File: config.mk
export PLATFORM = sky130hd
export DESIGN_NAME = bcd_addsub_seq_flat
export DESIGN_NICKNAME = d
export VERILOG_FILES = /design/src/rtl/bcd_addsub_seq_pkg.sv /design/src/rtl/bcd_addsub_seq_if.sv /design/src/rtl/bcd_addsub_seq_digit.sv /design/src/rtl/bcd_addsub_seq.sv /design/src/flat_wrapper.sv
export SDC_FILE = /design/constraint.sdc
export NUM_CORES = 1
export LEC_CHECK = 0
export BUFFER_PORTS_ARGS = -buffer_cell sky130_fd_sc_hd__buf_4
export CORE_MARGIN = 2
export CORE_UTILIZATION = 25
export DETAILED_ROUTE_END_ITERATION = 8
export SETUP_SLACK_MARGIN = 0.05
export SYNTH_ARGS = -nofsm -noshare
export SYNTH_HDL_FRONTEND = slang
export SYNTH_SLANG_ARGS = --single-unit
File: constraint.sdc
create_clock -name clk -period 5.62 [get_ports clk]
set_clock_uncertainty 0.05 [all_clocks]
set_input_delay 0.562 -clock clk [delete_from_list [all_inputs] [get_ports clk]]
set_output_delay 0.562 -clock clk [all_outputs]
set_load 0.01 [all_outputs]
File: src/rtl/bcd_addsub_seq_pkg.sv
// calc_bcd_pkg: shared BCD types, constants, FSM states and counter sizing helper
package calc_bcd_pkg;
  typedef logic [3:0] bcd_digit_t;
  localparam bcd_digit_t BCD_BLANK = 4'hF;
  localparam bcd_digit_t BCD_MAX_DIGIT = 4'd9;
  typedef enum logic [2:0] {S_IDLE, S_CHK, S_CMP, S_CALC, S_DONE} state_t;
  function automatic int clog2(input int n);
    return (n < 2) ? 1 : $clog2(n);
  endfunction
endpackage

File: src/rtl/bcd_addsub_seq_if.sv
// bcd_addsub_seq_if: start/done handshake, operands and result/flags of the BCD add/sub unit
interface bcd_addsub_seq_if #(parameter int DIGITS = 4);
  logic                  start;
  logic                  op_sub;
  logic [4*DIGITS-1:0]   a;
  logic [4*DIGITS-1:0]   b;
  logic                  busy;
  logic                  done;
  logic [4*DIGITS-1:0]   result;
  logic                  is_negative;
  logic                  carry_out;
  logic                  invalid;
  modport master (output start, op_sub, a, b,
                  input  busy, done, result, is_negative, carry_out, invalid);
  modport slave  (input  start, op_sub, a, b,
                  output busy, done, result, is_negative, carry_out, invalid);
endinterface

File: src/rtl/bcd_addsub_seq_digit.sv
// bcd_digit_addsub: one BCD digit add (+6 correction) or subtract (-6 borrow correction)
module bcd_digit_addsub
  import calc_bcd_pkg::*;
(
  input  bcd_digit_t x,
  input  bcd_digit_t y,
  input  logic       cin,
  input  logic       sub,
  output bcd_digit_t digit,
  output logic       cout
);
  logic [4:0] s, d;
  // raw binary sum/difference, then decimal correction of the selected one
  always_comb begin
    s = {1'b0, x} + {1'b0, y} + {4'b0, cin};
    d = {1'b0, x} - {1'b0, y} - {4'b0, cin};
    cout = sub ? d[4] : (s > 5'd9);
    digit = sub ? (d[4] ? d[3:0] - 4'd6 : d[3:0]) : ((s > 5'd9) ? s[3:0] + 4'd6 : s[3:0]);
  end
endmodule

File: src/rtl/bcd_addsub_seq.sv
// bcd_addsub_seq: digit-serial BCD add/subtract; BCD_LEADING_ZERO_BLANK_EN blanks leading zeros
module bcd_addsub_seq
  import calc_bcd_pkg::*;
#(
  parameter int DIGITS = 4
) (
  input logic              clk,
  input logic              rst,
  bcd_addsub_seq_if.slave  bus
);
  localparam int W  = 4 * DIGITS;
  localparam int CW = clog2(DIGITS);
  state_t           state_q, state_d;
  logic [W-1:0]     a_q, b_q, res_sr_q, res_nx, res_out, result_q;
  logic [CW-1:0]    cnt_q;
  logic             op_q, gt_q, lt_q, cy_q, neg_q, co_q, inv_q;
  logic             bad, swap, last, cout;
  bcd_digit_t       da, db, dig;
  assign da     = a_q[{cnt_q, 2'b00} +: 4];
  assign db     = b_q[{cnt_q, 2'b00} +: 4];
  assign swap   = op_q & lt_q;
  assign last   = cnt_q == CW'(DIGITS - 1);
  assign res_nx = {dig, res_sr_q[W-1:4]};
  bcd_digit_addsub u_digit (
    .x     (swap ? b_q[3:0] : a_q[3:0]),
    .y     (swap ? a_q[3:0] : b_q[3:0]),
    .cin   (cy_q),
    .sub   (op_q),
    .digit (dig),
    .cout  (cout)
  );
  // flag any latched digit outside 0..9
  always_comb begin
    bad = 1'b0;
    for (int i = 0; i < DIGITS; i++)
      bad = bad | (a_q[4*i +: 4] > BCD_MAX_DIGIT) | (b_q[4*i +: 4] > BCD_MAX_DIGIT);
  end
  // final result formatting, optionally blanking leading zeros above the LSD
  always_comb begin
    res_out = res_nx;
`ifdef BCD_LEADING_ZERO_BLANK_EN
    begin
      logic lead;
      lead = 1'b1;
      for (int i = DIGITS - 1; i > 0; i--) begin
        lead = lead & (res_nx[4*i +: 4] == 4'd0);
        if (lead) res_out[4*i +: 4] = BCD_BLANK;
      end
    end
`else
`endif
  end
  // state register
  always_ff @(posedge clk or posedge rst)
    if (rst) state_q <= S_IDLE;
    else state_q <= state_d;
  // next-state logic
  always_comb begin
    state_d = state_q;
    case (state_q)
      S_IDLE:  state_d = bus.start ? S_CHK : S_IDLE;
      S_CHK:   state_d = bad ? S_DONE : S_CMP;
      S_CMP:   state_d = (cnt_q == '0) ? S_CALC : S_CMP;
      S_CALC:  state_d = last ? S_DONE : S_CALC;
      default: state_d = S_IDLE;
    endcase
  end
  // handshake outputs and registered result/flags
  always_comb begin
    bus.busy        = state_q != S_IDLE;
    bus.done        = state_q == S_DONE;
    bus.result      = result_q;
    bus.is_negative = neg_q;
    bus.carry_out   = co_q;
    bus.invalid     = inv_q;
  end
  // operand latch, compare, digit-serial calc and result update at DONE entry
  always_ff @(posedge clk or posedge rst) begin
    if (rst) begin
      a_q <= '0; b_q <= '0; res_sr_q <= '0; result_q <= '0; cnt_q <= '0;
      op_q <= 1'b0; gt_q <= 1'b0; lt_q <= 1'b0; cy_q <= 1'b0;
      neg_q <= 1'b0; co_q <= 1'b0; inv_q <= 1'b0;
    end else begin
      if (state_q == S_IDLE && bus.start) begin
        a_q <= bus.a; b_q <= bus.b; op_q <= bus.op_sub;
      end
      if (state_q == S_CHK) begin
        cnt_q <= CW'(DIGITS - 1); gt_q <= 1'b0; lt_q <= 1'b0; cy_q <= 1'b0;
        if (bad) begin
          result_q <= '0; neg_q <= 1'b0; co_q <= 1'b0; inv_q <= 1'b1;
        end
      end
      if (state_q == S_CMP) begin
        if (!gt_q && !lt_q) begin
          gt_q <= da > db; lt_q <= db > da;
        end
        cnt_q <= (cnt_q == '0) ? '0 : cnt_q - 1'b1;
      end
      if (state_q == S_CALC) begin
        a_q <= a_q >> 4; b_q <= b_q >> 4; cy_q <= cout; res_sr_q <= res_nx;
        cnt_q <= cnt_q + 1'b1;
        if (last) begin
          result_q <= res_out; neg_q <= swap; co_q <= ~op_q & cout; inv_q <= 1'b0;
        end
      end
    end
  end
endmodule
File: src/flat_wrapper.sv
// flat-port wrapper written by rule: the top's interface ports become plain ports
module bcd_addsub_seq_flat import calc_bcd_pkg::*;
#(
  parameter int DIGITS = 4
)
  (clk, rst, bus_start, bus_op_sub, bus_a, bus_b, bus_busy, bus_done, bus_result, bus_is_negative, bus_carry_out, bus_invalid);
  bcd_addsub_seq_if #(.DIGITS(DIGITS)) bus_i ();
  input logic clk;
  input logic rst;
  input wire logic [$bits(bus_i.start)-1:0] bus_start;
  input wire logic [$bits(bus_i.op_sub)-1:0] bus_op_sub;
  input wire logic [$bits(bus_i.a)-1:0] bus_a;
  input wire logic [$bits(bus_i.b)-1:0] bus_b;
  output wire logic [$bits(bus_i.busy)-1:0] bus_busy;
  output wire logic [$bits(bus_i.done)-1:0] bus_done;
  output wire logic [$bits(bus_i.result)-1:0] bus_result;
  output wire logic [$bits(bus_i.is_negative)-1:0] bus_is_negative;
  output wire logic [$bits(bus_i.carry_out)-1:0] bus_carry_out;
  output wire logic [$bits(bus_i.invalid)-1:0] bus_invalid;
  assign bus_i.start = bus_start;
  assign bus_i.op_sub = bus_op_sub;
  assign bus_i.a = bus_a;
  assign bus_i.b = bus_b;
  assign bus_busy = bus_i.busy;
  assign bus_done = bus_i.done;
  assign bus_result = bus_i.result;
  assign bus_is_negative = bus_i.is_negative;
  assign bus_carry_out = bus_i.carry_out;
  assign bus_invalid = bus_i.invalid;
  bcd_addsub_seq #(.DIGITS(DIGITS)) u_core (.clk(clk), .rst(rst), .bus(bus_i));
endmodule
==> results of run 1 <==
## cell families after synthesis
| logic type | after synthesis | synth area share [%] |
|---|---|---|
| and+or+nand+nor | 179 | 19.7 |
| adders and majority gates | 19 | 6.66 |
| AOI/OAI and AO/OA | 98 | 16.1 |
| DFF | 72 | 44.8 |
| muxes | 16 | 6.66 |
| buffers and inverters | 43 | 5.13 |
| xor gates and xnor gates | 4 | 0.871 |
## cell usage after synthesis, types with 3 or more instances
| cell | n | area, um^2 |
|---|---|---|
| nand4_1 | 3 | 18.8 |
| fa_1 | 4 | 80.1 |
| a21oi_1 | 17 | 85.1 |
| buf_2 | 6 | 30.0 |
| nor3_1 | 4 | 20.0 |
| or3_1 | 3 | 18.8 |
| clkbuf_1 | 12 | 45.0 |
| xnor2_1 | 3 | 26.3 |
| ha_1 | 15 | 188 |
| nand2_1 | 110 | 413 |
| inv_1 | 16 | 60.1 |
| and3_1 | 3 | 18.8 |
| buf_6 | 3 | 33.8 |
| mux4_2 | 8 | 180 |
| dfrtp_1 | 72 | 1800 |
| o21ai_1 | 4 | 20.0 |
| and2_1 | 3 | 18.8 |
| nand3_1 | 3 | 15.0 |
| nor2_1 | 31 | 116 |
| o21ai_0 | 22 | 110 |
| a31oi_1 | 25 | 156 |
| a22o_1 | 13 | 114 |
| mux2i_1 | 5 | 50.1 |
| nor2_2 | 3 | 18.8 |
## cells in the final DEF, fill, tap and decap left out, types with 3 or more instances in the layout
master	n
a31oi_1	25
buf_4	57
inv_1	15
o21ai_1	4
a22o_1	13
mux2i_1	5
nor2_1	31
mux4_2	8
dfrtp_1	72
or3_1	3
and2_1	3
nor3_1	4
nand2_1	109
o21ai_0	22
fa_1	4
nand4_1	3
xnor2_1	3
and3_1	3
clkinvlp_4	3
ha_1	15
clkbuf_16	9
nand3_1	3
a21oi_1	17
nor2_2	3
## through the flow
stage / util [%] / instance area (um^2) / total power, uW / instances
finish: 30.7 / 4850 / 3140 / 694
detailed placement: 28.9 / 4580 / 2620 / 678
CTS: 30.7 / 4850 / 3160 / 694
floorplan: - / 4020 / 2240 / 431
global route: 30.7 / 4850 / 3440 / 694
global placement: 28.9 / 4580 / 2550 / 678
## final timing paths
check | end | slack, ns | cells after the start
min reg2reg | u_core.res_sr_q[4]$_DFFE_PP0P_ | 0.43 | 2
max | u_core.res_sr_q[15]$_DFFE_PP0P_ | 2.36 | 11
min | u_core.op_q$_DFFE_PP0P_ | 0.41 | 3
max in group asynchronous | u_core.res_sr_q[14]$_DFFE_PP0P_ | 4.46 | 3
max reg2reg | u_core.res_sr_q[15]$_DFFE_PP0P_ | 2.36 | 11
min in group asynchronous | u_core.b_q[10]$_DFFE_PP0P_ | 0.44 | 3
## state kept, by name, indices dropped and copies added, names as in the netlist, 2 cells and up
signal	count
u_core.a_q	16
u_core.b_q	16
u_core.bus.result	16
u_core.res_sr_q	12
u_core.state_q	3
u_core.cnt_q	2
## layout make-up
class | count | share of cell area [%]
multi-input cells | 316 | 41.5
repair buffers | 57 | 8.81
clock inverters | 5 | 0.670
inverters | 17 | 1.31
well taps | 216 | 5.57
flip-flops and latches | 72 | 37.1
clock buffers | 11 | 5.00
## where the power goes
group | internal [uW] | switching (uW)
Combinational | 783 | 865
Sequential | 709 | 260
Clock | 309 | 216
Total | 1800 | 1340
## layer usage
| layer | vias up | track usage (%) |
|---|---|---|
| met5 | - | 0 |
| met2 | 84 | 18.4 |
| li1 | 1583 | - |
| met1 | 1554 | 16.3 |
| met3 | 12 | 3.34 |
| met4 | 0 | 3.57 |
## critical path: stages (launching register included)
cell	delay (ns)
dfrtp_1	0.63
nand2_2	0.26
mux2_2	0.30
fa_1	0.16
inv_1	0.06
fa_1	0.44
o21a_1	0.23
a2111oi_4	0.38
o21bai_1	0.16
xnor2_1	0.14
mux2i_1	0.21
o21ai_1	0.08
==> metrics.md, run 1 <==
| Metric | Value |
|---|---|
| Final Hold Viols | `0` |
| Reg2reg start | `u_core.op_q$_DFFE_PP0P_` |
| Tot GR Track Use | `11.9%` |
| Crit path DAT | `between 3 and 4 ns` |
| Hold path startpoint | `bus_op_sub` |
| Fin crit share | `58.0%` |
| Final worst setup slack | `around 2.4 ns` |
| Yosys warns | `0` |
| Lkg Pwr | `0.00229 uW` |
| Req. time, crit path | `about 5.7 ns` |
| FF/Latch Area | `roughly 0.0018 mm^2` |
| First-pass GRT wire length | `16000 um` |
| Die area | `about 0.017 mm^2` |
| Fmax | `between 0.3 and 0.4 GHz` |
| DP HPWL | `6940 um` |
| Die width | `between 100 and 150 um` |
| Sequential area share after synthesis | `between 40 and 50%` |
| Crit end category | `flop` |
| Worst-Margin Slew | `~1.2 ns` |
| ANT nets after route | `0` |
| Sink Count | `72` |
| Avg WL per Cell | `~14 um` |
| Net count, final | `528` |
| Clk Latency, worst-skew pair | `between 0.3 and 0.4 ns` |
| Met3 WL | `508 um` |
| # rows | `46` |
| # fillers | `between 1500 and 2000` |
| Inserted Clock Buffers | `9` |
| Post-layout min period | `between 3 and 4 ns` |
| Synth Register Bits | `between 70 and 80` |
| H-tree levels | `3` |
| Drt total wl | `9680 um` |
| Crit path kind | `reg -> reg` |
| Min-delay worst type | `in -> reg` |
| Layout cell share with drive strength beyond 1 | `between 20% and 30%` |
| Max-cap violations | `0` |
| Synth-to-layout area growth | `20.7%` |
| Post-synth EDFFs | `0` |
| RD Place Congestion | `~0.86` |
| Max FO, Critical Path | `14` |
| I/O Buffers | `56` |
| Final-report max-slew violation count | `0` |
| Post-synth top flop | `dfrtp_1` |
| Final setup viols | `0` |
| CP Launch Type | `flop` |
| Cell Pwr Density | `approximately 650 mW/mm^2` |
| Slew headroom | `between 20% and 30%` |
| CTS tree | `yes` |
| Largest net degree at the start of global routing | `73` |
| Mean Syn Cell Area | `between 9 and 10 um^2` |
| CTS resizes | `0` |
| RSZ-0062 raised after global routing | `no` |
| Mapped cell area | `just over 0.004 mm^2` |
| Core region area | `approximately 0.016 mm^2` |
| Initial Util | `approximately 25%` |
| Vias/cell | `4.66` |
| Root buf cell | `clkbuf_16` |
| Post-CTS Setup Bufs | `0` |
| Clock-pin slew on the worst setup and hold paths | `roughly 0.06 ns` |
| Top Metal Used | `met4` |
| Wl on met1 | `between 4000 and 5000 um` |
| Hold_buf cts | `0` |
| Worst setup startpoint | `u_core.op_q$_DFFE_PP0P_` |
| Vias | `about 3200` |
| Max clock buf depth | `2` |
| Mapped Nets | `a little under 500` |
| Met2 routed WL | `4450 um` |
| Async SR Flop Fraction | `100%` |
| Post-Syn Instances | `431` |
| Antenna violations before repair | `0` |
| IO Pins | `57` |
| Die height | `between 100 and 150 um` |
| Final hold slack | `0.408 ns` |
| Post-route DRC | `0` |
| Diodes inserted | `0` |
| Pre-Repair DR Iteration Count | `4` |
| Overflow left after global routing | `0` |
| Total negative slack | `0 ns` |
| Initial DRC count | `186` |
| Multi-input gate area | `just over 0.002 mm^2` |
| Vias in the first global route | `around 3100` |
| Count of cell types in the netlist | `59` |
| Status | `finished, final reports clean` |
| Placement Setup Slack | `between 2 and 2.5 ns` |
| Maximum VDD drop | `around 0.29 mV` |
(Power assumes the default switching activity.)
==> run 2: changes to the inputs <==
--- a/config.mk
+++ b/config.mk
@@ -5,6 +5,7 @@
 export SDC_FILE = /design/constraint.sdc
 export NUM_CORES = 1
 export LEC_CHECK = 0
+export ABC_AREA = 1
 export BUFFER_PORTS_ARGS = -buffer_cell sky130_fd_sc_hd__buf_4
 export CORE_MARGIN = 2
 export CORE_UTILIZATION = 25
==> constraint.sdc (replaced) <==
create_clock -name clk -period 3.4 [get_ports clk]
set_clock_uncertainty 0.05 [all_clocks]
set_input_delay 0.34 -clock clk [delete_from_list [all_inputs] [get_ports clk]]
set_output_delay 0.34 -clock clk [all_outputs]
set_load 0.01 [all_outputs]
==> metrics.md, run 2 <==
| Metric | Value |
|---|---|
| Status | `finished, final reports clean` |
| Max clock buf depth | `2` |
| Multi-input gate area | `~0.0018 mm^2` |
| Fmax | `roughly 0.34 GHz` |
| Largest family of logic cells by synthesized area | `simple AND/OR/NAND/NOR gates` |
| Drt total wl | `about 10000 um` |
| Net Sw Frac | `about 45%` |
| Flop pwr share | `between 20 and 30%` |
| Pre-Repair DR Iteration Count | `4` |
| Hold_buf cts | `0` |
| DP HPWL | `approximately 7200 um` |
| Max-cap violations | `0` |
| Final Hold Viols | `0` |
| CTS tree | `yes` |
| H-tree levels | `3` |
| Worst-Margin Slew | `~0.79 ns` |
| Inserted Clock Buffers | `9` |
| Cell Pwr Density | `roughly 970 mW/mm^2` |
| Root buf cell | `clkbuf_16` |
| Vias in the first global route | `around 3300` |
| Post-synthesis xor/xnor area fraction | `0%` |
| Post-synthesis adder-cell area fraction | `around 6.7%` |
| Proportion of synthesized area in mux cells | `0%` |
| Final-report max-slew violation count | `0` |
| CTS resizes | `0` |
| Antenna violations before repair | `0` |
| Tot GR Track Use | `approximately an eighth` |
| Largest net degree at the start of global routing | `64` |
| Synth Register Bits | `72` |
| Max incr delay on CP | `between 0.5 and 0.6 ns` |
| Die area | `0.0171 mm^2` |
| Avg WL per Cell | `around 13 um` |
| Power, Total | `~4800 uW` |
| # fillers | `between 1500 and 2000` |
| Top-count cell post-synth | `nand2_1` |
| Crit path kind | `reg -> reg` |
| Crit path cell chain | `nand2_1 -> o21ai_0 -> fa_1 -> inv_1 -> fa_1 -> nand2_1 -> inv_1 -> nor2_1 -> inv_1 -> ha_1 -> nand3b_1 -> nand3_1 -> nand3_1 -> nand2_1 -> nand2_1` |
| Initial Util | `about 25%` |
| Top cell type's share of synthesized area | `between 40% and 50%` |
| Vias/cell | `about 4.4` |
| Post-synth top flop | `dfrtp_1` |
| Gate power share | `approximately 50%` |
| Slowest library cell on the worst path | `dfrtp_1` |
| Vias | `3419` |
| Clock-pin slew on the worst setup and hold paths | `around 0.06 ns` |
| Power Internal | `2620 uW` |
| Post-route DRC | `0` |
| Fin crit share | `between 80% and 90%` |
| FF/Latch Area | `between 0.0015 and 0.002 mm^2` |
| Commonest non-fill, non-tap cell in the layout | `nand2_1` |
| Count of cell types in the netlist | `29` |
| Layout cell share with drive strength beyond 1 | `about 15%` |
| Leading area contributor after synthesis | `dfrtp_1` |
| Post-layout min period | `around 3.0 ns` |
| Lkg Pwr | `around 0.0024 uW` |
| Max FO, Critical Path | `11` |
| Crit end category | `flop` |
| I/O Buffers | `56` |
| Synth-to-layout area growth | `22.9%` |
| Mapped cell area | `approximately 0.004 mm^2` |
| Req. time, crit path | `3.56 ns` |
| Mapped Nets | `between 500 and 600` |
| Synth top cells by count | `nand2_1, dfrtp_1, o21ai_0` |
| Mean Syn Cell Area | `approximately 7.9 um^2` |
| Simple-Gate Fraction of Synth Area | `about 22%` |
| Core region area | `0.0158 mm^2` |
| CP Launch Type | `flop` |
| Diodes inserted | `0` |
| Initial DRC count | `266` |
| Total net switching power | `~2200 uW` |
| Slew headroom | `47.3%` |
| Most frequent cells in the layout | `nand2_1, dfrtp_1, o21ai_0, inv_1, buf_4` |
| Async SR Flop Fraction | `100%` |
| First-pass GRT wire length | `16300 um` |
| Synth Area in Compound Gates | `between 10% and 20%` |
| Clock share of power | `19.9%` |
| Crit path DAT | `roughly 3.1 ns` |
| Overflow left after global routing | `0` |
| Post-Syn Instances | `509` |
| Die width | `~130 um` |
| Synth area leaders | `dfrtp_1, nand2_1, o21ai_0` |
| Total negative slack | `0 ns` |
| Clk Latency, worst-skew pair | `around 0.33 ns` |
| Post-CTS Setup Bufs | `0` |
| # rows | `between 40 and 50` |
| IO Pins | `57` |
| Net count, final | `612` |
| Top cell by count, worst path | `nand2_1` |
| Sink Count | `72` |
| Final setup viols | `0` |
| RSZ-0062 raised after global routing | `no` |
| Post-synth EDFFs | `0` |
| Yosys warns | `0` |
| Min-delay worst type | `in -> async` |
| Maximum VDD drop | `0.410 mV` |
| Sequential area share after synthesis | `roughly 45%` |
| ANT nets after route | `0` |
| RD Place Congestion | `slightly above 0.8` |
| Die height | `between 100 and 150 um` |
[run 2: kinds of logic (layout without fill, tap and decap cells)]
logic type                 after synthesis  count (layout)
adders and majority gates               19              19
AOI/OAI and AO/OA                      122             122
buffers and inverters                   90             143
DFF                                     72              72
and+or+nand+nor                        206             206
[run 2: final cells by class]
cell class                      count  area share, %
Timing Repair Buffer               59           9.24
Clock buffer                       10           4.85
Multi-Input combinational cell    347           37.3
Clock inverter                      6           1.32
Tap cell                          216           5.49
Sequential cell                    72           36.6
Inverter                           68           5.23
[run 2: metrics by stage]
step / setup slack, ns / std cells / hold WS, ns / area [um^2] / utilization, %
floorplan: 0.847 / 509 / 0.399 / 4010 / -
global placement: 0.528 / 762 / 0.406 / 4620 / 29.3
detailed placement: 0.424 / 762 / 0.411 / 4620 / 29.3
CTS: 0.417 / 778 / 0.114 / 4930 / 31.2
global route: 0.0527 / 778 / 0.148 / 4930 / 31.2
finish: 0.430 / 778 / 0.0958 / 4930 / 31.2
[run 2: worst paths after layout]
kind,start,endpoint,slack [ns],cells past startpoint
min in group clk,bus_a[13],u_core.a_q[13]$_DFFE_PP0P_,0.19,3
max in group asynchronous,rst,u_core.lt_q$_DFF_PP0_,2.54,3
setup reg to reg,u_core.op_q$_DFFE_PP0P_,u_core.res_sr_q[14]$_DFFE_PP0P_,0.43,15
hold / removal,rst,u_core.bus.invalid$_DFF_PP0_,0.1,2
setup / recovery,u_core.op_q$_DFFE_PP0P_,u_core.res_sr_q[14]$_DFFE_PP0P_,0.43,15
hold reg to reg,u_core.bus.result[0]$_DFF_PP0_,u_core.bus.result[0]$_DFF_PP0_,0.42,2
[run 2: power by group through the flow]
| stage | clock, uW | combinational (uW) | sequential, uW |
|---|---|---|---|
| after floorplan | 0 | 2000 | 1270 |
| after global placement | 0 | 2440 | 1380 |
| after detailed placement | 0 | 2480 | 1390 |
| after CTS | 977 | 2490 | 1380 |
| after global routing | 1020 | 2890 | 1420 |
| final | 955 | 2460 | 1380 |
[run 2: layer usage]
layer	part of all wire [%]	up-vias	global-route usage, %
li1	-	1782	-
met1	50	1557	16.5
met2	45	71	19.5
met3	4.3	9	3.22
met4	0.81	0	2.38
met5	0	-	0
[run 2: worst max-delay path, delay by kind of cell, from the launching register on]
family,cells,cell delay (ns)
compound gates,1,0.29
fa+ha+maj,3,0.91
buf+inv,3,0.17
flops,1,0.52
simple gates,8,0.92
==> run 3: changes to the inputs <==
--- a/config.mk
+++ b/config.mk
@@ -13,4 +13,5 @@
 export SETUP_SLACK_MARGIN = 0.05
 export SYNTH_ARGS = -nofsm -noshare
 export SYNTH_HDL_FRONTEND = slang
+export SYNTH_HIERARCHICAL = 1
 export SYNTH_SLANG_ARGS = --single-unit
==> metrics.md, run 3 <==
| Metric | Value |
|---|---|
| Status | `finished, final reports clean` |
| H-tree levels | `3` |
| Reg2reg start | `u_core/op_q$_DFFE_PP0P_` |
| Initial Util | `25.3%` |
| Tot GR Track Use | `between 10 and 15%` |
| ANT nets after route | `0` |
| Multi-input gate area | `0.00206 mm^2` |
| # fillers | `between 1500 and 2000` |
| Leading area contributor after synthesis | `dfrtp_1` |
| Clock-pin slew on the worst setup and hold paths | `around 0.06 ns` |
| Cell Area, Placed | `a little under 0.005 mm^2` |
| Die area | `roughly 0.018 mm^2` |
| Commonest non-fill, non-tap cell in the layout | `nand2_1` |
| Count of cell types in the netlist | `29` |
| Post-Layout Inst Area | `0.00527 mm^2` |
| Root buf cell | `clkbuf_16` |
| # rows | `48` |
| Antenna violations before repair | `0` |
| Total negative slack | `0 ns` |
| DP HPWL | `7750 um` |
| First-pass GRT wire length | `between 15000 and 20000 um` |
| Slew headroom | `between 40% and 50%` |
| Worst-Margin Slew | `0.792 ns` |
| Sink Count | `72` |
| Diodes inserted | `0` |
| Most frequent cells in the layout | `nand2_1, inv_1, o21ai_0, dfrtp_1, buf_4` |
| Req. time, crit path | `3.55 ns` |
| I/O Buffers | `56` |
| Maximum VDD drop | `0.387 mV` |
| Total net switching power | `around 2300 uW` |
| Synth-to-layout area growth | `21.8%` |
| Top-count cell post-synth | `nand2_1` |
| Post-CTS Setup Bufs | `0` |
| Fin crit share | `between 80% and 90%` |
| Gate power share | `between 50% and 60%` |
| Post-route DRC | `0` |
| Top cell type's share of synthesized area | `a little over two fifths` |
| Yosys warns | `6` |
| Vias | `roughly 3800` |
| Max-cap violations | `0` |
| Mean Syn Cell Area | `7.19 um^2` |
| Synth Register Bits | `between 70 and 80` |
| Post-synth top flop | `dfrtp_1` |
| IO Pins | `57` |
| Initial DRC count | `about 220` |
| Flop pwr share | `a little over a quarter` |
| Die width | `roughly 140 um` |
| Max FO, Critical Path | `7` |
| Layout cell share with drive strength beyond 1 | `~14%` |
| Synth area leaders | `dfrtp_1, nand2_1, o21ai_0` |
| Cell Pwr Density | `954 mW/mm^2` |
| Avg WL per Cell | `11.9 um` |
| Max clock buf depth | `2` |
| Largest net degree at the start of global routing | `between 40 and 50` |
| CTS tree | `yes` |
| FF/Latch Area | `0.00180 mm^2` |
| RD Place Congestion | `0.841` |
| Die height | `~140 um` |
| Net Sw Frac | `a little under half` |
| Inserted Clock Buffers | `9` |
| Post-layout min period | `3.01 ns` |
| Clock share of power | `about a fifth` |
| Core region area | `between 0.015 and 0.02 mm^2` |
| Crit path DAT | `~3.2 ns` |
| Mapped cell area | `approximately 0.0043 mm^2` |
| Fmax | `around 0.33 GHz` |
| Final-report max-slew violation count | `0` |
| Crit path kind | `reg -> reg` |
| Post-Syn Instances | `about 600` |
| Final setup viols | `0` |
| Pre-Repair DR Iteration Count | `5` |
| Power Internal | `around 2700 uW` |
| Worst setup startpoint | `u_core/op_q$_DFFE_PP0P_` |
| Crit end category | `flop` |
| Sequential area share after synthesis | `between 40% and 50%` |
| Drt total wl | `between 10000 and 15000 um` |
| Post-synth EDFFs | `0` |
| Clk Latency, worst-skew pair | `~0.34 ns` |
| Async SR Flop Fraction | `100%` |
| RSZ-0062 raised after global routing | `no` |
| Min-delay worst type | `in -> async` |
| Net count, final | `approximately 700` |
| Mapped Nets | `661` |
| Lkg Pwr | `about 0.0029 uW` |
| Final Hold Viols | `0` |
| CP Launch Type | `flop` |
| Vias/cell | `4.36` |
| Vias in the first global route | `around 3500` |
| Synth top cells by count | `nand2_1, inv_1, o21ai_0` |
| Overflow left after global routing | `0` |
[run 3: timing repair]
item | in CTS | in global routing
gates resized for setup | 0 | 1
setup endpoints to repair | 0 | 8
hold buffers | 0 | 0
[run 3: kinds of logic after synthesis]
logic type               synth area share (%)
AND/OR/NAND/NOR                          24.7
AO/OA/AOI/OAI                            15.3
buffers and inverters                    10.8
flip-flops                               41.7
adder cells (fa/ha/maj)                  7.35
XOR/XNOR                                0.203
[run 3: layout make-up]
class / instances / area share, %
Multi-Input combinational cell: 415 / 39.1
Sequential cell: 72 / 34.2
Tap cell: 225 / 5.35
Clock buffer: 12 / 4.68
Inverter: 91 / 6.53
Clock inverter: 4 / 1.02
Timing Repair Buffer: 64 / 9.12
[run 3: through the flow]
stage               setup slack [ns]  hold slack [ns]  util, %  cells  power [uW]
detailed placement             0.344            0.411     29.0    867        4090
global route                  0.0573            0.124     30.8    883        5570
CTS                            0.326           0.0784     30.8    883        5060
global placement               0.457            0.412     29.0    867        4020
floorplan                      0.362            0.399        -    602        3350
finish                         0.385           0.0523     30.8    883        5020
[run 3: final timing paths]
check,end,slack [ns],depth (start not counted)
setup / recovery,u_core/res_sr_q[15]$_DFFE_PP0P_,0.39,17
hold / removal,u_core/res_sr_q[4]$_DFFE_PP0P_,0.05,2
setup reg to reg,u_core/res_sr_q[15]$_DFFE_PP0P_,0.39,17
hold reg to reg,u_core/bus.result[3]$_DFF_PP0_,0.43,2
max in group asynchronous,u_core/b_q[4]$_DFFE_PP0P_,2.47,3
min in group clk,u_core/b_q[13]$_DFFE_PP0P_,0.18,3
[run 3: power groups by stage]
stage               sequential, uW  clock (uW)  combinational [uW]
floorplan                     1340           0                2010
global placement              1390           0                2640
CTS                           1380         973                2720
global route                  1420        1010                3140
finish                        1380         948                2700
detailed placement            1390           0                2700
[run 3: routing by layer]
metal | vias to the layer above | GRT usage [%] | part of all wire [%]
li1 | 1995 | - | -
met1 | 1733 | 16.9 | 50
met2 | 107 | 18.8 | 44
met3 | 11 | 2.99 | 5.5
met4 | 0 | 2.60 | 1.1
met5 | - | 0 | 0
[run 3: worst max-delay path, cell delays in order, from the launching register on]
cell,delay [ns]
dfrtp_2,0.41
nand2_1,0.12
nand2_1,0.07
o21ai_0,0.17
fa_1,0.49
fa_1,0.55
inv_1,0.07
ha_1,0.19
inv_1,0.07
nor2_1,0.05
a21oi_2,0.10
nand2_1,0.11
nand2_2,0.11
nand3_1,0.07
nand2_1,0.06
nand2_1,0.06
nand2_1,0.06
o21ai_0,0.07
